$ cat src/rtl/seg_scan_driver.sv
// seg_scan_driver: multiplexed hex display driver with frame-synchronous loading, PWM dimming and dead time
module seg_scan_driver #(
    parameter int NUM_DIGITS  = 4,
    parameter int REFRESH_DIV = 100000,
    parameter int PWM_BITS    = 4,
    parameter int BLANK_CYC   = 2,
    localparam int SEL_W      = $clog2(NUM_DIGITS),
    localparam int PRE_W      = $clog2(REFRESH_DIV)
) (
    input  logic                    clkin,
    input  logic                    reset,
    input  logic [4*NUM_DIGITS-1:0] digit_data,
    input  logic [NUM_DIGITS-1:0]   dp_in,
    input  logic [NUM_DIGITS-1:0]   blank_in,
    input  logic                    load,
    input  logic [PWM_BITS-1:0]     brightness,
    output logic                    load_done,
    output logic [NUM_DIGITS-1:0]   anode,
    output logic [6:0]              cathode,
    output logic                    dp,
    output logic [SEL_W-1:0]        digit_sel,
    output logic                    frame_tick
);

    logic [PRE_W-1:0]        pre_cnt;
    logic [PWM_BITS-1:0]     pwm_cnt;
    logic [4*NUM_DIGITS-1:0] stg_data, act_data;
    logic [NUM_DIGITS-1:0]   stg_dp, act_dp, stg_blank, act_blank;
    logic                    pending, pre_last, boundary, apply, en;
    logic [3:0]              nib;
    logic [6:0]              seg;

    assign pre_last = pre_cnt == PRE_W'(REFRESH_DIV - 1);
    assign boundary = pre_last && digit_sel == SEL_W'(NUM_DIGITS - 1);
    // a load landing on the boundary itself wins; its data goes out one frame later
    assign apply    = boundary && pending && !load;
    assign nib      = act_data[4*digit_sel +: 4];
    // the last prescaler cycle is kept dark too, so the registered anode is already off
    // in the first output cycle of a slot, when digit_sel has moved to the next digit
    assign en       = pre_cnt >= PRE_W'(BLANK_CYC) && !pre_last && pwm_cnt <= brightness
                      && !act_blank[digit_sel];

    // active-low hex decode, bit order {g,f,e,d,c,b,a}
    always_comb begin
        case (nib)
            4'h0:    seg = 7'b1000000;
            4'h1:    seg = 7'b1111001;
            4'h2:    seg = 7'b0100100;
            4'h3:    seg = 7'b0110000;
            4'h4:    seg = 7'b0011001;
            4'h5:    seg = 7'b0010010;
            4'h6:    seg = 7'b0000010;
            4'h7:    seg = 7'b1111000;
            4'h8:    seg = 7'b0000000;
            4'h9:    seg = 7'b0010000;
            4'hA:    seg = 7'b0001000;
            4'hB:    seg = 7'b0000011;
            4'hC:    seg = 7'b1000110;
            4'hD:    seg = 7'b0100001;
            4'hE:    seg = 7'b0000110;
            default: seg = 7'b0001110;
        endcase
    end

    // prescaler, PWM counter, digit rotation and the frame/load pulses
    always_ff @(posedge clkin or negedge reset) begin
        if (!reset) begin
            pre_cnt    <= '0;
            pwm_cnt    <= '0;
            digit_sel  <= '0;
            frame_tick <= 1'b0;
            load_done  <= 1'b0;
        end else begin
            pre_cnt    <= pre_last ? '0 : pre_cnt + 1'b1;
            pwm_cnt    <= pwm_cnt + 1'b1;
            if (pre_last)
                digit_sel <= boundary ? '0 : digit_sel + 1'b1;
            frame_tick <= boundary;
            load_done  <= apply;
        end
    end

    // staging/active double buffer so a frame never shows a mix of old and new data
    always_ff @(posedge clkin or negedge reset) begin
        if (!reset) begin
            stg_data  <= '0;
            stg_dp    <= '0;
            stg_blank <= '1;
            act_data  <= '0;
            act_dp    <= '0;
            act_blank <= '1;
            pending   <= 1'b0;
        end else begin
            if (load) begin
                stg_data  <= digit_data;
                stg_dp    <= dp_in;
                stg_blank <= blank_in;
            end
            if (apply) begin
                act_data  <= stg_data;
                act_dp    <= stg_dp;
                act_blank <= stg_blank;
            end
            pending <= load ? 1'b1 : apply ? 1'b0 : pending;
        end
    end

    // registered pin drive; segments are released whenever the digit is off
    always_ff @(posedge clkin or negedge reset) begin
        if (!reset) begin
            anode   <= '1;
            cathode <= '1;
            dp      <= 1'b1;
        end else begin
            anode   <= en ? ~(NUM_DIGITS'(1) << digit_sel) : '1;
            cathode <= en ? seg : '1;
            dp      <= en ? ~act_dp[digit_sel] : 1'b1;
        end
    end

endmodule

$ cat config.mk
export PLATFORM = sky130hd
export DESIGN_NAME = seg_scan_driver
export DESIGN_NICKNAME = d
export VERILOG_FILES = /design/src/rtl/seg_scan_driver.sv
export SDC_FILE = /design/constraint.sdc
export NUM_CORES = 1
export LEC_CHECK = 0
export CAP_MARGIN = 40
export CORE_MARGIN = 5
export CORE_UTILIZATION = 39
export CTS_BUF_LIST = sky130_fd_sc_hd__clkbuf_4 sky130_fd_sc_hd__clkbuf_8
export CTS_CLUSTER_DIAMETER = 150
export DETAILED_ROUTE_END_ITERATION = 8
export PLACE_DENSITY_LB_ADDON = 0.3
export SYNTH_ARGS = -nofsm -noshare
export SYNTH_HDL_FRONTEND = slang
export SYNTH_SLANG_ARGS = --single-unit
$ cat constraint.sdc
create_clock -name clkin -period 2.6 [get_ports clkin]
set_input_delay 0.39 -clock clkin [delete_from_list [all_inputs] [get_ports clkin]]
set_output_delay 0.39 -clock clkin [all_outputs]
set_load 0.1 [all_outputs]
==> out/metrics.json <==
{
  "outcome": {"value": "complete, no violations"},
  "max_slew_margin": {"value": 55.9, "unit": "%"},
  "yosys.cell_count.top_type": {"value": "dfrtp_1"},
  "netlist_area": {"value": 3920, "unit": "sq um"},
  "starting_utilization_of_the_core_area": {"value": 40.1, "unit": "%"},
  "avgSynthCellArea": {"value": 12.9, "unit": "sq um"},
  "pin_count_of_the_biggest_net_entering_global_routing": {"value": 54},
  "track_usage": {"value": 12.8, "unit": "%"},
  "dr.first_iter.drc_count": {"value": 78},
  "ir_drop": {"value": 0.000255, "unit": "V"},
  "timing.final.setup_violations": {"value": 0},
  "finalSetupTns": {"value": 0, "unit": "ns"},
  "cp.arrival": {"value": 2.65, "unit": "ns"},
  "post_synth_most_frequent_cells": {"value": "dfrtp_1 (66), mux2_2 (53), nand2_1 (23)"},
  "achievable-frequency": {"value": 416, "unit": "MHz"},
  "h-tree-depth": {"value": 3},
  "layout.filler_cells": {"value": 887},
  "share_clk_of_total_power": {"value": 40.6, "unit": "%"},
  "layout-drive-gt1-share": {"value": 34.8, "unit": "%"},
  "drv.max_cap_violation_count": {"value": 0},
  "vias": {"value": 2417},
  "ctsResizeCount": {"value": 0},
  "critPathLaunchType": {"value": "register"},
  "share_comb_of_total_power": {"value": 6.1, "unit": "%"},
  "clock_skew": {"value": 0.0137, "unit": "ns"},
  "netSwitchingFraction": {"value": 23.2, "unit": "%"},
  "cts.reportedPaths.clkPinSlew": {"value": 0.10, "unit": "ns"},
  "cp-startpoint": {"value": "pre_cnt[1]"},
  "critPathKind": {"value": "register to register"},
  "drc": {"value": 0},
  "design_power_total": {"value": 2630, "unit": "uW"},
  "final_hold_fails": {"value": 0},
  "critical_path_required_time": {"value": 2.84, "unit": "ns"},
  "route.detailed.vias_per_inst": {"value": 4.88},
  "dpl_worst_slack": {"value": 0.209, "unit": "ns"},
  "postLayoutSetupSlackWorst": {"value": 0.194, "unit": "ns"},
  "timing.final.max_slew_violations": {"value": 0},
  "seq_power_share": {"value": 53.3, "unit": "%"},
  "cts_inserted_buffers": {"value": 9},
  "synth_cell_type_count": {"value": 41},
  "cts_buffer_depth": {"value": 2},
  "min-delay-path-class": {"value": "primary input to asynchronous set/reset pin"},
  "nets": {"value": 405},
  "buffer_ports.inserted": {"value": 46},
  "yosysTopAreaCell": {"value": "dfrtp_1"},
  "synth-seq-area-share": {"value": 55.6, "unit": "%"},
  "drt_wl_total": {"value": 7.12, "unit": "mm"},
  "die_width": {"value": 110, "unit": "um"},
  "post-route-period-util": {"value": 92.5, "unit": "%"},
  "final_antenna_net_count": {"value": 0},
  "row_count": {"value": 36},
  "synthFlopType": {"value": "dfrtp_1"},
  "tritoncts_num_sinks": {"value": 86},
  "wire_length_of_the_first_global_routing_pass": {"value": 12.0, "unit": "mm"},
  "post-dp-hpwl": {"value": 5.12, "unit": "mm"},
  "syn-num-nets": {"value": 351},
  "ant_diodes": {"value": 0},
  "floorplan.io_pins": {"value": 47},
  "synth.yosys.warnings": {"value": 0},
  "routabilityCongestion": {"value": 0.775},
  "ys_seq_elements": {"value": 86},
  "min_period": {"value": 2.41, "unit": "ns"},
  "detailedRoute.firstPassIterationCount": {"value": 4},
  "postCtsHoldBufs": {"value": 0},
  "wire_per_inst": {"value": 14.4, "unit": "um"},
  "synth.top_cell.area_share": {"value": 42.1, "unit": "%"},
  "synth_edf_count": {"value": 0},
  "post_synthesis_instance_total": {"value": 303},
  "fp.coreArea": {"value": 9770, "unit": "sq um"},
  "power_density_over_cell_area": {"value": 555, "unit": "nW/um^2"},
  "cts_tree": {"value": "built"},
  "floorplan.die.height": {"value": 110, "unit": "um"},
  "net_switching_power_figure": {"value": 612, "unit": "uW"},
  "area_growth": {"value": 21.1, "unit": "%"},
  "rsz0062_at_grt": {"value": "no"},
  "most_area_consuming_cells_after_synthesis": {"value": "dfrtp_1 (42%), mux2_2 (15%), dfstp_2 (13%), ha_1 (5.4%), mux4_2 (2.9%)"},
  "clock-root-buffer": {"value": "clkbuf_8"},
  "dieArea": {"value": 12200, "unit": "sq um"},
  "clk_latency": {"value": 0.35, "unit": "ns"},
  "post-cts-setup-buffers": {"value": 0},
  "worstSetupEndpointType": {"value": "register"},
  "initial_antenna_violation_count": {"value": 0},
  "p_leak": {"value": 0.00211, "unit": "uW"},
  "internal_power": {"value": 2020, "unit": "uW"},
  "ys_async_sr_fraction": {"value": 100, "unit": "%"},
  "grt_remaining_overflow": {"value": 0},
  "cp_max_fo": {"value": 25},
  "ff2ff_setup_slack": {"value": 0.19, "unit": "ns"},
  "via_count_of_the_first_global_routing_pass": {"value": 2456},
  "r2r_start": {"value": "pre_cnt[1]"},
  "worst_slew_pin_slew": {"value": 0.661, "unit": "ns"}
}
## kinds of logic (layout without fill, tap and decap cells)
logic type / Yosys count / count (layout) / share of synthesized area, %
AO/OA/AOI/OAI: 26 / 26 / 4.18
XOR/XNOR: 16 / 16 / 3.58
adder cells (fa/ha/maj): 17 / 17 / 5.43
buffers and inverters: 24 / 83 / 2.91
flip-flops: 86 / 86 / 55.6
multiplexers: 61 / 61 / 18.9
AND/OR/NAND/NOR: 73 / 73 / 9.48
## power groups by stage
stage	Combinational, uW	Clock, uW	Sequential [uW]
finish	161	1070	1410
global route	176	1150	1410
CTS	166	1090	1410
detailed placement	165	0	1430
global placement	162	0	1430
floorplan	55.7	0	1440
## critical path: stages (launching register included)
cell and delay (ns):
dfrtp_1 0.42, ha_1 0.23, nand4_1 0.16, or4_4 0.58
nor4_4 0.31, buf_12 0.22, mux2_2 0.36
## per-layer routing
layer / track usage [%] / wire length (um) / share of wire, % / vias to the layer above
li1: - / - / - / 1164
met4: 5.01 / 114 / 1.6 / 0
met3: 2.74 / 339 / 4.8 / 9
met5: 0 / 0 / 0 / -
met2: 19.3 / 3180 / 45 / 59
met1: 18.2 / 3490 / 49 / 1185
## registers in the layout, summed over array words and instances, names as in the netlist
signal,count
pre_cnt,17
act_data,16
stg_data,16
cathode,7
act_blank,4
act_dp,4
anode,4
pwm_cnt,4
stg_blank,4
stg_dp,4
digit_sel,2
dp,1
frame_tick,1
load_done,1
pending,1
## cell usage in the layout, fill, tap and decap left out, types with 2 or more instances in the layout
| cell | count |
|---|---|
| nor3_1 | 5 |
| nor2_1 | 16 |
| o21ai_0 | 8 |
| nand3_1 | 7 |
| and3_1 | 3 |
| o211ai_1 | 3 |
| clkdlybuf4s50_1 | 29 |
| inv_1 | 13 |
| xnor2_1 | 6 |
| mux2_2 | 53 |
| nand2_1 | 23 |
| nor4_1 | 3 |
| mux4_2 | 5 |
| clkinvlp_4 | 2 |
| a21oi_1 | 7 |
| dfrtp_4 | 2 |
| a22oi_1 | 2 |
| buf_4 | 24 |
| dfrtp_1 | 64 |
| inv_6 | 2 |
| mux2i_1 | 3 |
| dfstp_2 | 20 |
| nand4_1 | 5 |
| ha_1 | 17 |
| clkbuf_8 | 9 |
| bufinv_16 | 2 |
| xor2_1 | 10 |
## area by class of cell
| cell class | instances | area, sq um | area share (%) |
|---|---|---|---|
| Tap cell | 133 | 166 | 3.51 |
| Sequential cell | 86 | 2180 | 46.0 |
| Multi-Input combinational cell | 193 | 1630 | 34.3 |
| Clock inverter | 7 | 104 | 2.19 |
| Inverter | 13 | 48.8 | 1.03 |
| Timing Repair Buffer | 54 | 490 | 10.3 |
| Clock buffer | 9 | 124 | 2.61 |
## per-stage QoR
step | cell area (sq um) | std cells | hold slack [ns] | util, %
CTS | 4750 | 495 | 0.0882 | 48.6
floorplan | 3930 | 303 | 0.0944 | -
global route | 4750 | 495 | 0.124 | 48.6
detailed placement | 4520 | 479 | 0.475 | 46.2
global placement | 4520 | 479 | 0.462 | 46.2
finish | 4750 | 495 | 0.0706 | 48.6
## worst paths after layout
kind | to | cells past startpoint
max | act_data[5] | 6
min | stg_data[0] | 1
max reg2reg | act_data[5] | 6
min reg2reg | pwm_cnt[0] | 1
max in group asynchronous | cathode[4] | 2
min in group clkin | pwm_cnt[0] | 1
Note: power is estimated with default switching activity, not from simulation.
